==> config.mk <==
export PLATFORM = sky130hd
export DESIGN_NAME = led_pio_blink
export DESIGN_NICKNAME = d
export VERILOG_FILES = /design/src/rtl/led_pio_blink.sv
export SDC_FILE = /design/constraint.sdc
export NUM_CORES = 1
export LEC_CHECK = 0
export CORE_ASPECT_RATIO = 0.75
export CORE_MARGIN = 4
export CORE_UTILIZATION = 46
export DETAILED_ROUTE_END_ITERATION = 12
export GPL_TIMING_DRIVEN = 0
export HOLD_SLACK_MARGIN = 0.12
export PLACE_DENSITY = 0.78
export SETUP_SLACK_MARGIN = 0.15
export SYNTH_ARGS = -nofsm -noshare
export SYNTH_HDL_FRONTEND = slang
export SYNTH_SLANG_ARGS = --single-unit
==> constraint.sdc <==
create_clock -name clk -period 1.6 [get_ports clk]
set_clock_uncertainty 0.15 [all_clocks]
set_input_delay 0.24 -clock clk [delete_from_list [all_inputs] [get_ports clk]]
set_output_delay 0.24 -clock clk [all_outputs]
set_load 0.01 [all_outputs]
==> src/rtl/led_pio_blink.sv <==
// led_pio_blink: Avalon-MM LED PIO with per-bit blink enable and a shared blink timer.
module led_pio_blink #(
  parameter int WIDTH = 9,
  parameter logic [WIDTH-1:0] RESET_VALUE = '0,
  parameter int PERIOD_W = 24
) (
  input  logic             clk,
  input  logic             reset,
  input  logic [2:0]       address,
  input  logic             chipselect,
  input  logic             write_n,
  input  logic [31:0]      writedata,
  output logic [31:0]      readdata,
  output logic [WIDTH-1:0] out_port
);
  logic [WIDTH-1:0] data, blink_en, data_nxt, blink_nxt, wd;
  logic [PERIOD_W-1:0] period, cnt, period_nxt, cnt_nxt;
  logic phase, phase_nxt, wr, per_wr, wrap, unused_wd;
  assign wr = chipselect & ~write_n;
  assign wd = writedata[WIDTH-1:0];
  assign per_wr = wr && address == 3'd2;
  assign wrap = cnt == period;
  assign unused_wd = ^writedata;
  always_comb begin
    data_nxt = (wr && address == 3'd0) ? wd :
               (wr && address == 3'd3) ? data | wd :
               (wr && address == 3'd4) ? data & ~wd : data;
    blink_nxt = (wr && address == 3'd1) ? wd : blink_en;
    period_nxt = per_wr ? writedata[PERIOD_W-1:0] : period;
    // a PERIOD write restarts the timer and wins over a wrap in the same cycle
    cnt_nxt = (per_wr || wrap) ? '0 : cnt + PERIOD_W'(1);
    phase_nxt = per_wr ? 1'b0 : wrap ? ~phase : phase;
  end
  always_comb begin
    readdata = '0;
    readdata = (address == 3'd0) ? 32'(data) :
               (address == 3'd1) ? 32'(blink_en) :
               (address == 3'd2) ? 32'(period) :
               (address == 3'd5) ? {31'b0, phase} : 32'b0;
  end
  always_ff @(posedge clk) begin
    if (reset) begin
      data     <= RESET_VALUE;
      blink_en <= '0;
      period   <= '1;
      cnt      <= '0;
      phase    <= 1'b0;
      out_port <= RESET_VALUE;
    end else begin
      data     <= data_nxt;
      blink_en <= blink_nxt;
      period   <= period_nxt;
      cnt      <= cnt_nxt;
      phase    <= phase_nxt;
      out_port <= data_nxt & ~(blink_nxt & {WIDTH{phase_nxt}});
    end
  end
endmodule

==> out/qor.yml <==
hold_path:
  hp-class: "input pin to flip-flop"
cts:
  clkLatencyLatePin_ps: 370
  htree_levels: 3
  cts_tree: "yes"
  cts-root-buf: "clkbuf_8"
  clock_sinks: 76
  clockBufferDepth: 2
  numCtsBuffers: 9
  clk_pin_slew_ps: 80
power:
  seqPwrFrac_pct: 46.4
  ir_drop_mv: 0.609
  internal-power_uw: 3150
  clockPowerShare_pct: 39.4
  power_uw: 4210
  leakagePower_uw: 0.00241
  power_density_mw_per_mm2: 746
  p_sw_uw: 1050
  switching_share_pct: 25.1
  combinationalPowerShare_pct: 14.2
setup_path:
  start_kind: "flip-flop"
  r2r_slack_ps: -410
  worst-path-max-fanout: 5
  cp_data_arrival_time_ps: 2110
  worstPathRequired_ps: 1700
  worst_path_max_delay_cell: "dfxtp_1"
  cp_slowest_stage_delay_ps: 420
  worstSetupPathType: "flip-flop to flip-flop"
  endpoint_kind: "flip-flop"
  crit_path_cell_trace: "xor2_1 > nor4_2 > buf_4 > and4_4 > buf_6 > nand4b_1 > o311a_1"
timing:
  worst_slack_ps: -406
  maxSlewViolCount: 0
  worst_pin_slew_ps: 584
  finalSetupViolCount: 51
  min_period_ps: 2010
  relSlewSlack_pct: 61.1
  hold_violations: 0
  maxClockFrequency_mhz: 499
  period_share_pct: 125
  rsz0062_at_grt: "yes"
detailed_routing:
  drcViolationCount: 0
  firstDrtPassIters: 5
  routed_wl_um: 13500
  routed-via-count: 3946
  first_iter_violations: 409
  postRouteAntennaNets: 0
  drt-wirelength-per-cell_um: 20.0
  viasPerCell: 5.85
synthesis:
  synth_area_mm2: 0.00378
  synth_top_area_share_pct: 40.3
  synthCells: 435
  synth_area_leader_cell: "dfxtp_1"
  yosys_warnings: 0
  synth_seq_cells: 76
  ys_top_cells_by_count: "dfxtp_1, nor2_1, nand2_1"
  yosys.cell_count.top_type: "dfxtp_1"
  synth-edff-count: 0
  synth.area.top_cells: "dfxtp_1, xor2_1, nor2_1"
  ys_seq_area_share_pct: 40.3
  synth_cell_types: 43
  ys.flop_type: "dfxtp_1"
  synthArstFlopShare_pct: 0
  syn_area_per_cell_um2: 8.69
run:
  drv_cap: 0
floorplan:
  initial_core_util_pct: 47.5
  die_h_um: 86.5
  die_area_mm2: 0.00975
  rows: 28
  io_pins: 80
  fp.coreArea_mm2: 0.00795
  die_x_um: 113
placement:
  place_area_mm2: 0.00458
  port_buffers: 61
  dp_hpwl_um: 7560
  place.gp.congestion: 0.893
global_routing:
  grt_overflow: 0
  grt_max_degree: 13
  grt_pass1_wl_um: 19700
  track_usage_pct: 25.8
  antenna_found_initial: 0
  grt_pass1_vias: 3778
final_layout:
  final_area_mm2: 0.00564
  synthToLayoutAreaGrowth_pct: 49.2
  fin_util_pct: 70.9
  fin_nets: 604
  drive_gt1_share_pct: 35.5
  diodes: 0
outcome:
  outcome: "finished, violations left"
  violations: "negative setup slack"
[repair_timing]
action | 4_1_cts | 5_1_grt
cloned | 2 | 2
buffers inserted | 29 | 16
endpoints found under the setup margin | 109 | 59
endpoints found under the hold margin | 2 | 0
pin swaps | 16 | 12
resized for setup | 224 | 54
hold buffers | 1 | 0
[layout by cell type, fill, tap and decap left out, drive strengths merged, types with 7 or more instances in the layout]
cell type and instances:
nand3 7, dlygate4sd2 10, clkdlybuf4s50 24, nor4 7, clkbuf 24, a21oi 8, nand4 14, xnor2 13
buf 95, o311a 9, nand3b 23, mux2i 17, dfxtp 76, conb 8, a32oi 9, nand4b 10
and2 17, nor2 67, nand2 60, xor2 33
[cells by family after synthesis]
| kind of cell | Yosys count | share of synthesized area [%] |
|---|---|---|
| other | 1 | 0.0992 |
| adder cells (fa/ha/maj) | 1 | 0.331 |
| multiplexers | 17 | 4.50 |
| AND/OR/NAND/NOR | 226 | 32.5 |
| flip-flops | 76 | 40.3 |
| buffers and inverters | 36 | 4.87 |
| AO/OA/AOI/OAI | 32 | 6.75 |
| XOR/XNOR | 46 | 10.7 |
[worst max-delay path, delay by kind of cell (launching register included)]
kind,cells,cell delay [ps]
DFF,1,420
buffers and inverters,2,310
AOI/OAI and AO/OA,1,170
and+or+nand+nor,3,720
xor gates and xnor gates,1,120
[power by group through the flow]
stage	combinational (µW)	clock, µW	sequential (µW)
2_1_floorplan	230	0	1990
3_3_place_gp	424	0	2000
3_5_place_dp	430	0	2000
4_1_cts	525	1640	1950
5_1_grt	629	1750	1950
6_report	598	1660	1950
[flip-flops by register name, summed over array words and instances, names as in the netlist]
register,count
blink_en,9
phase,1
cnt,24
data,9
period,24
out_port,9
[per-stage QoR]
stage | TNS (ps) | hold slack [ps] | setup WS (ps) | cells
after floorplan | -2950 | 208 | -122 | 442
after global placement | -70760 | 298 | -1260 | 608
after detailed placement | -74960 | 305 | -1280 | 608
after CTS | -8500 | 251 | -259 | 656
after global routing | -16030 | 295 | -457 | 674
final | -13050 | 272 | -406 | 674
[path summary, 6_finish.rpt]
path,start,endpoint,cells past startpoint
max,cnt[18],out_port[6],7
min,reset,phase,3
max reg2reg,cnt[18],out_port[6],7
min reg2reg,period[18],period[18],2
[layer usage]
layer  GRT usage, %  part of all wire (%)  routed length, µm  vias to the layer above
met4           9.93                   3.6                490                        0
met1           33.7                    42               5660                     1854
met3           6.91                   9.7               1310                       63
met5              0                     0                  0                        -
met2           41.0                    45               6040                      289
li1               -                     -                  -                     1740
[layout make-up]
type	instances	area (µm²)
Clock inverter	4	72.6
Tap cell	105	131
Clock buffer	12	145
Multi-Input combinational cell	331	2370
Sequential cell	76	1570
Fill cell	533	2310
Inverter	4	15.0
Timing Repair Buffer	110	1060
Buffer	32	274
Note: power is estimated with default switching activity, not from simulation.
